--- src/rtl/mem_arbiter.sv ---
// Two-port arbiter for a shared unified memory: a CPU port and a DMA/loader port.
// A grant is held for exactly LATENCY cycles, and ties alternate between the two ports.
module mem_arbiter #(
  parameter int unsigned LATENCY = 2
) (
  input  logic        clk,
  input  logic        rst,
  input  logic        cpu_req,
  input  logic        cpu_we,
  input  logic [31:0] cpu_addr,
  input  logic [31:0] cpu_wdata,
  output logic [31:0] cpu_rdata,
  output logic        cpu_ready,
  input  logic        dma_req,
  input  logic        dma_we,
  input  logic [31:0] dma_addr,
  input  logic [31:0] dma_wdata,
  output logic [31:0] dma_rdata,
  output logic        dma_ready,
  output logic [31:0] mem_addr,
  output logic [31:0] mem_wdata,
  output logic        mem_we,
  input  logic [31:0] mem_rdata,
  output logic [1:0]  gnt
);

  typedef enum logic [1:0] {
    IDLE     = 2'd0,
    BUSY_CPU = 2'd1,
    BUSY_DMA = 2'd2
  } state_t;

  typedef enum logic {
    LAST_CPU = 1'b0,
    LAST_DMA = 1'b1
  } owner_t;

  localparam logic [3:0] LAST_CNT = 4'(LATENCY - 1);

  state_t      state_q, state_d;
  owner_t      last_q, last_d;
  logic [3:0]  cnt_q, cnt_d;
  logic        acc_we_q, acc_we_d;
  logic [31:0] cpu_rdata_q, dma_rdata_q;
  logic [31:0] ret_data;

  // Writes return zero; the direction is latched at grant time.
  assign ret_data = acc_we_q ? '0 : mem_rdata;

  always_ff @(posedge clk or negedge rst) begin
    if (!rst) begin
      state_q     <= IDLE;
      last_q      <= LAST_DMA;
      cnt_q       <= '0;
      acc_we_q    <= 1'b0;
      cpu_rdata_q <= '0;
      dma_rdata_q <= '0;
    end else begin
      state_q  <= state_d;
      last_q   <= last_d;
      cnt_q    <= cnt_d;
      acc_we_q <= acc_we_d;
      if (cpu_ready) cpu_rdata_q <= ret_data;
      if (dma_ready) dma_rdata_q <= ret_data;
    end
  end

  always_comb begin
    state_d   = state_q;
    last_d    = last_q;
    cnt_d     = cnt_q;
    acc_we_d  = acc_we_q;
    gnt       = 2'b00;
    mem_addr  = '0;
    mem_wdata = '0;
    mem_we    = 1'b0;
    cpu_ready = 1'b0;
    dma_ready = 1'b0;

    case (state_q)
      IDLE: begin
        cnt_d = '0;
        // On a tie the CPU wins only if the DMA port was served last.
        if (cpu_req && (!dma_req || last_q == LAST_DMA)) begin
          state_d  = BUSY_CPU;
          last_d   = LAST_CPU;
          acc_we_d = cpu_we;
        end else if (dma_req) begin
          state_d  = BUSY_DMA;
          last_d   = LAST_DMA;
          acc_we_d = dma_we;
        end
      end

      BUSY_CPU: begin
        gnt       = 2'b01;
        mem_addr  = cpu_addr;
        mem_wdata = cpu_wdata;
        mem_we    = cpu_we && (cnt_q == '0);
        cnt_d     = cnt_q + 4'd1;
        if (cnt_q == LAST_CNT) begin
          cpu_ready = 1'b1;
          state_d   = IDLE;
          cnt_d     = '0;
        end
      end

      BUSY_DMA: begin
        gnt       = 2'b10;
        mem_addr  = dma_addr;
        mem_wdata = dma_wdata;
        mem_we    = dma_we && (cnt_q == '0);
        cnt_d     = cnt_q + 4'd1;
        if (cnt_q == LAST_CNT) begin
          dma_ready = 1'b1;
          state_d   = IDLE;
          cnt_d     = '0;
        end
      end

      default: begin
        state_d = IDLE;
        cnt_d   = '0;
      end
    endcase
  end

  assign cpu_rdata = cpu_ready ? ret_data : cpu_rdata_q;
  assign dma_rdata = dma_ready ? ret_data : dma_rdata_q;

endmodule

--- config.mk ---
export PLATFORM = sky130hd
export DESIGN_NAME = mem_arbiter
export DESIGN_NICKNAME = d
export VERILOG_FILES = /design/src/rtl/mem_arbiter.sv
export SDC_FILE = /design/constraint.sdc
export NUM_CORES = 1
export LEC_CHECK = 0
export CORE_AREA = 2 2 116 118
export CTS_CLUSTER_DIAMETER = 200
export DETAILED_ROUTE_END_ITERATION = 12
export DIE_AREA = 0 0 118 120
export PLACE_DENSITY = 0.73
export RECOVER_POWER = 50
export SLEW_MARGIN = 10
export SYNTH_ARGS = -nofsm -noshare
export SYNTH_HDL_FRONTEND = slang
export SYNTH_SLANG_ARGS = --single-unit
--- constraint.sdc ---
create_clock -name clk -period 2.8 [get_ports clk]
set_input_delay 0.28 -clock clk [delete_from_list [all_inputs] [get_ports clk]]
set_output_delay 0.28 -clock clk [all_outputs]
set_load 0.1 [all_outputs]
# --- Word level (Yosys, flattened, before mapping) ---
# Index checks and enable logic that the tools add are counted.
totals:
  ram_bits: 0
  out_inout_bits: 133
  romBits: 0
  n_memories: 0
  latchBits: 0
  ff_bits: 72
classes:
  shifts: 0
  addsub: 1
  order_cmp: 0
  n_bitwise: 0
  n_mul: 0
  n_eq_ne: 5
  reduce_logical: 11
  div: 0
  mux: 20
ops:
  columns: ["operator", "n"]
  rows:
  - ["32-bit case mux with 2 select lines", 2]
  - ["32-bit 2-to-1 mux", 3]
  - ["4-bit 2-to-1 mux", 2]
  - ["2-bit case mux with 2 select lines", 2]
  - ["1-bit 2-to-1 mux", 7]
  - ["2-bit 2-to-1 mux", 3]
  - ["4-bit by 1-bit adder with 4-bit output, second input constant", 1]
  - ["4-bit by 1-bit equality test with 1-bit output, second input constant", 1]
  - ["4-bit zero test", 1]
  - ["2-bit AND reduction", 2]
  - ["1-bit logical AND", 3]
  - ["3-bit inequality test, second input constant", 1]
  - ["2-bit by 1-bit equality test with 1-bit output, second input constant", 1]
  - ["2-bit equality test, second input constant", 1]
  - ["2-bit zero test", 1]
  - ["2-bit by 1-bit inequality test with 1-bit output, second input constant", 1]
  - ["1-bit case mux with 2 select lines", 1]
  - ["2-bit nonzero test", 1]
  - ["2-bit OR reduction", 1]
  - ["1-bit zero test", 1]
  - ["1-bit logical OR", 1]

# --- Depth between registers and ports, before layout ---
depth:
  depth_word: 5
  mapped_depth: 7

# --- Worst setup path before layout ---
# No wires, ideal clock.
synth_path:
  path_type: "register -> output"
  start: "register state_q[0]"
  end: "output mem_we"
  required_time_ps: 2520
  setup_slack_ps: -2037
  arrival_time_ps: 4557
  stages_incl_launch_ff: 6
  cell_sequence: "dfrtp_1 > inv_1 > ha_1 > buf_2 > mux2i_1 > nor4_1"
synth_via:
  elab_chain_len: 2
synth_lines:
  columns: ["item", "line_no", "source"]
  rows:
  - ["from (decl)", "40", "state_t state_q, state_d;"]
  - ["from (signal assigned)", "59", "state_q <= state_d;"]
  - ["2-bit equality test or 2-bit by 1-bit equality test with 1-bit output (tied branches)", "80", "case (state_q)"]
  - ["1-bit case mux with 2 select lines *", "80", null]
  - ["to (decl)", "22", "output logic mem_we,"]
# Mark *: on every way between the ends. The rest lies on a longest branch, timed or not.

# --- Final worst setup path ---
layout_path:
  start: "register cnt_q[1]"
  end: "output cpu_rdata[22]"
layout_via:
  elab_chain_len: 4
layout_lines:
  columns: ["item", "line_no", "source"]
  rows:
  - ["from (decl)", "42", "logic [3:0] cnt_q, cnt_d;"]
  - ["from (signal assigned)", "61", "cnt_q <= cnt_d;"]
  - ["4-bit by 1-bit equality test with 1-bit output", "101", "if (cnt_q == LAST_CNT) begin"]
  - ["1-bit 2-to-1 mux", "101", null]
  - ["1-bit 2-to-1 mux", "80", null]
  - ["32-bit 2-to-1 mux", "128", "assign cpu_rdata = cpu_ready ? ret_data : cpu_rdata_q;"]
  - ["to (decl)", "12", "output logic [31:0] cpu_rdata,"]
# Every way passes these cells.

==> PnR_summary.wiki <==
{| class="wikitable"
! Metric !! Value
|-
| Chip height || around 120 um
|-
| Effective utilization at floorplan || 0.292
|-
| Series of cell instances along the critical path || inv_1 -> ha_2 -> nand4bb_4 -> buf_12 -> o21ai_0 -> buf_12
|-
| Destination of the worst register-to-register timing path || dma_rdata_q[20]$_DFF_PN0_
|-
| Starting DRC count in detailed routing || 228
|-
| Global-route wire length before repair || 26.4 mm
|-
| Total number of yosys warnings || 0
|-
| Drt drc || 0
|-
| 1st-pass router iterations || 4
|-
| Area added between synthesis and finish || 142%
|-
| Sum of negative setup slack || 0 ns
|-
| Final-layout fill cell count || 899
|-
| Most used cells in the layout excluding fill and tap cells || sky130_fd_sc_hd__clkdlybuf4s50_1 (164), sky130_fd_sc_hd__buf_12 (134), sky130_fd_sc_hd__dfrtp_1 (71)
|-
| Final cycle utilization of the critical path || 0.946
|-
| Synth cell types || 31
|-
| Slew of the pin with the lowest slew margin || between 1.5 and 2 ns
|-
| Multi-input gate area in the final layout || about 2400 um^2
|-
| Worst-skew pair later-pin latency || 0.33 ns
|-
| Final hold violation count || 0
|-
| Post-synthesis average cell area || 8.47 um^2
|-
| Worst-path maximum fanout || 33
|-
| Buffer levels on the longest clock path || 2
|-
| Type of the worst setup path || flop to output port
|-
| Gr usage total || 0.238
|-
| Buffer cell driving the clock tree root || sky130_fd_sc_hd__clkbuf_16
|-
| Length in cells of the worst reg-to-reg path || 4
|-
| TritonCTS clock tree || yes
|-
| Total vias in the final route || 4512
|-
| Library cell occupying the most area in the post-synthesis netlist || sky130_fd_sc_hd__dfrtp_1
|-
| Vias in the first global route || 4656
|-
| Total gr overflow || 0
|-
| Sequential cell area || between 1500 and 2000 um^2
|-
| Number of pins exceeding their max-slew limit in the final report || 36
|-
| Most common cell after layout, fill and taps aside || sky130_fd_sc_hd__clkdlybuf4s50_1
|-
| Setup violators final || 0
|-
| Critical path launch point type || flop
|-
| Post-CTS setup buffers || 0
|-
| Layout cells sized above 1 || 0.320
|-
| HPWL after DPL || 13.5 mm
|-
| Nets || 905
|-
| CP Data Required Time || 2.52 ns
|-
| Achievable frequency || 378 MHz
|-
| CP most frequent cell || sky130_fd_sc_hd__buf_12
|-
| CP Data Arrival Time || 2.37 ns
|-
| Setup repair after global routing missed its margin || no
|-
| Fin worst setup slack || 0.152 ns
|-
| Post-layout min period || 2.65 ns
|-
| Post-Syn Instances || roughly 450
|-
| Placeable core region || 13000 um^2
|-
| Type of the most critical hold path || input pin to async pin
|-
| Initial antenna violation count || 0
|-
| IO buf count || a little under 300
|-
| Wire length per cell after detailed routing || 19.3 um
|-
| CTS Sinks || 72
|-
| Vias per inst || 4.95
|-
| Number of nets produced by synthesis || approximately 620
|-
| Post-placement setup slack || 0.149 ns
|-
| Outcome || finished with violations
|-
| Number of synthesized register bits || 72
|-
| Area enclosed by the die boundary || 14200 um^2
|-
| Die boundary width || 118 um
|-
| Violations in the final reports || capacitance limit, slew limit
|-
| Maximum single-stage delay on the critical path || 0.39 ns
|-
| Setup Skew || 0.0122 ns
|-
| Count of H-tree levels built during CTS || 3
|-
| Seq/Total Area, Yosys || 0.476
|-
| Endpoint kind of the worst setup timing path || output port
|-
| Aggregate routed wire length || 17.6 mm
|-
| Ranking of synthesized cells by area || sky130_fd_sc_hd__dfrtp_1 (47%), sky130_fd_sc_hd__a22oi_1 (13%), sky130_fd_sc_hd__o21ai_1 (8.5%)
|-
| Detail Route Antenna Nets || 0
|-
| Clock buffer count from CTS || 9
|-
| CTS Hold Buffers Added || 0
|-
| Portion of synthesized cell area occupied by the leading cell type || 0.469
|-
| Number of top-level pins || 299
|-
| Pin count of the biggest net entering global routing || 65
|-
| Max-cap violations || 1
|-
| Placement row count || 42
|-
| Critical register-to-register path startpoint || state_q[0]$_DFFE_PN0P_
|-
| Worst R2R Setup Slack || 0.85 ns
|-
| Diode insertion count for antenna repair || 0
|-
| Rel. slew slack || -0.225
|-
| Final Wtd Congestion || roughly 0.81
|-
| Synthesized cell area || roughly 3800 um^2
|-
| Clock-pin slew on the worst setup and hold paths || 0.06 ns
|-
| CP max stage cell || sky130_fd_sc_hd__dfrtp_1
|}
==> how the worst max path moves through the flow <==
stage	startpoint	endpoint	slack, ns	cells past startpoint
floorplan	state_q[0]$_DFFE_PN0P_	dma_rdata[14]	0.003	6
global placement	state_q[0]$_DFFE_PN0P_	dma_rdata[15]	0.31	5
detailed placement	state_q[0]$_DFFE_PN0P_	dma_rdata[31]	0.15	5
CTS	state_q[0]$_DFFE_PN0P_	dma_rdata[20]	-0.004	5
global route	rst	dma_rdata_q[17]$_DFF_PN0_	0.01	2
finish	cnt_q[1]$_DFF_PN0_	cpu_rdata[22]	0.15	6
==> cells by family (layout without fill, tap and decap cells) <==
group,Yosys count,in the layout,synth area share
compound gates,137,137,0.228
xor+xnor,2,2,0.00463
fa+ha+maj,8,8,0.0264
buf+inv,46,330,0.0505
flops,72,72,0.476
mux,1,1,0.00264
simple gates,181,185,0.211
==> Yosys cell counts <==
cell type                   instances
sky130_fd_sc_hd__a211o_1            1
sky130_fd_sc_hd__a21oi_1            2
sky130_fd_sc_hd__a22o_1             1
sky130_fd_sc_hd__a22oi_1           64
sky130_fd_sc_hd__a311oi_1           1
sky130_fd_sc_hd__and2_1             1
sky130_fd_sc_hd__and3_1             3
sky130_fd_sc_hd__buf_1             11
sky130_fd_sc_hd__buf_2             15
sky130_fd_sc_hd__clkbuf_1          12
sky130_fd_sc_hd__dfrtp_1           71
sky130_fd_sc_hd__dfstp_2            1
sky130_fd_sc_hd__ha_1               8
sky130_fd_sc_hd__inv_1              6
sky130_fd_sc_hd__inv_2              2
sky130_fd_sc_hd__mux2i_1            1
sky130_fd_sc_hd__nand2_1           69
sky130_fd_sc_hd__nand2b_1          32
sky130_fd_sc_hd__nand3_1            1
sky130_fd_sc_hd__nand4bb_1          2
sky130_fd_sc_hd__nor2_1            69
sky130_fd_sc_hd__nor2b_1            2
sky130_fd_sc_hd__nor4_1             1
sky130_fd_sc_hd__o21ai_0            1
sky130_fd_sc_hd__o21ai_1           64
sky130_fd_sc_hd__o21bai_1           1
sky130_fd_sc_hd__o22ai_1            1
sky130_fd_sc_hd__o2bb2ai_1          1
sky130_fd_sc_hd__or3b_4             1
sky130_fd_sc_hd__xnor2_1            1
sky130_fd_sc_hd__xor2_1             1
==> critical path: cells and delay by family, from the launching register on <==
family | cells | cell delay, ns
AO/OA/AOI/OAI | 1 | 0.35
adder cells (fa/ha/maj) | 1 | 0.38
buffers and inverters | 3 | 0.59
flip-flops | 1 | 0.39
AND/OR/NAND/NOR | 1 | 0.31
==> layout make-up <==
type                            count  share of cell area
Clock buffer                        9              0.0246
Clock inverter                      6              0.0101
Inverter                            8             0.00382
Multi-Input combinational cell    333               0.263
Sequential cell                    72               0.197
Tap cell                          176              0.0240
Timing Repair Buffer              307               0.478
==> layer usage <==
| layer | vias to the layer above | wire (um) | GRT usage | part of all wire |
|---|---|---|---|---|
| li1 | 2124 | - | - | - |
| met3 | 25 | 1520 | 0.0856 | 0.086 |
| met5 | - | 0 | 0 | 0 |
| met4 | 0 | 413 | 0.0738 | 0.023 |
| met1 | 2158 | 6570 | 0.277 | 0.37 |
| met2 | 205 | 9110 | 0.409 | 0.52 |
==> what timing repair did <==
action / CTS / global route
pin swaps: 1 / 1
cloned: 1 / 3
endpoints found under the setup margin: 32 / 48
gates resized for setup: 3 / 3
==> sequential cells by signal, summed over array words and instances, names as in the netlist <==
register and cells:
state_q 2, acc_we_q 1, dma_rdata_q 32, cnt_q 4, last_q 1, cpu_rdata_q 32
==> stage by stage <==
step | cells | utilization | cell area, um^2 | hold WS, ns
final | 911 | 0.706 | 9170 | 0.440
after global routing | 911 | 0.706 | 9170 | 0.551
after CTS | 908 | 0.702 | 9120 | 0.0634
after detailed placement | 892 | 0.675 | 8770 | 0.408
after global placement | 892 | 0.675 | 8770 | 0.391
after floorplan | 447 | - | 4270 | -0.0156
Power is not shown: default switching activity piles up to over one toggle a cycle in this logic, so the estimate is an artifact.
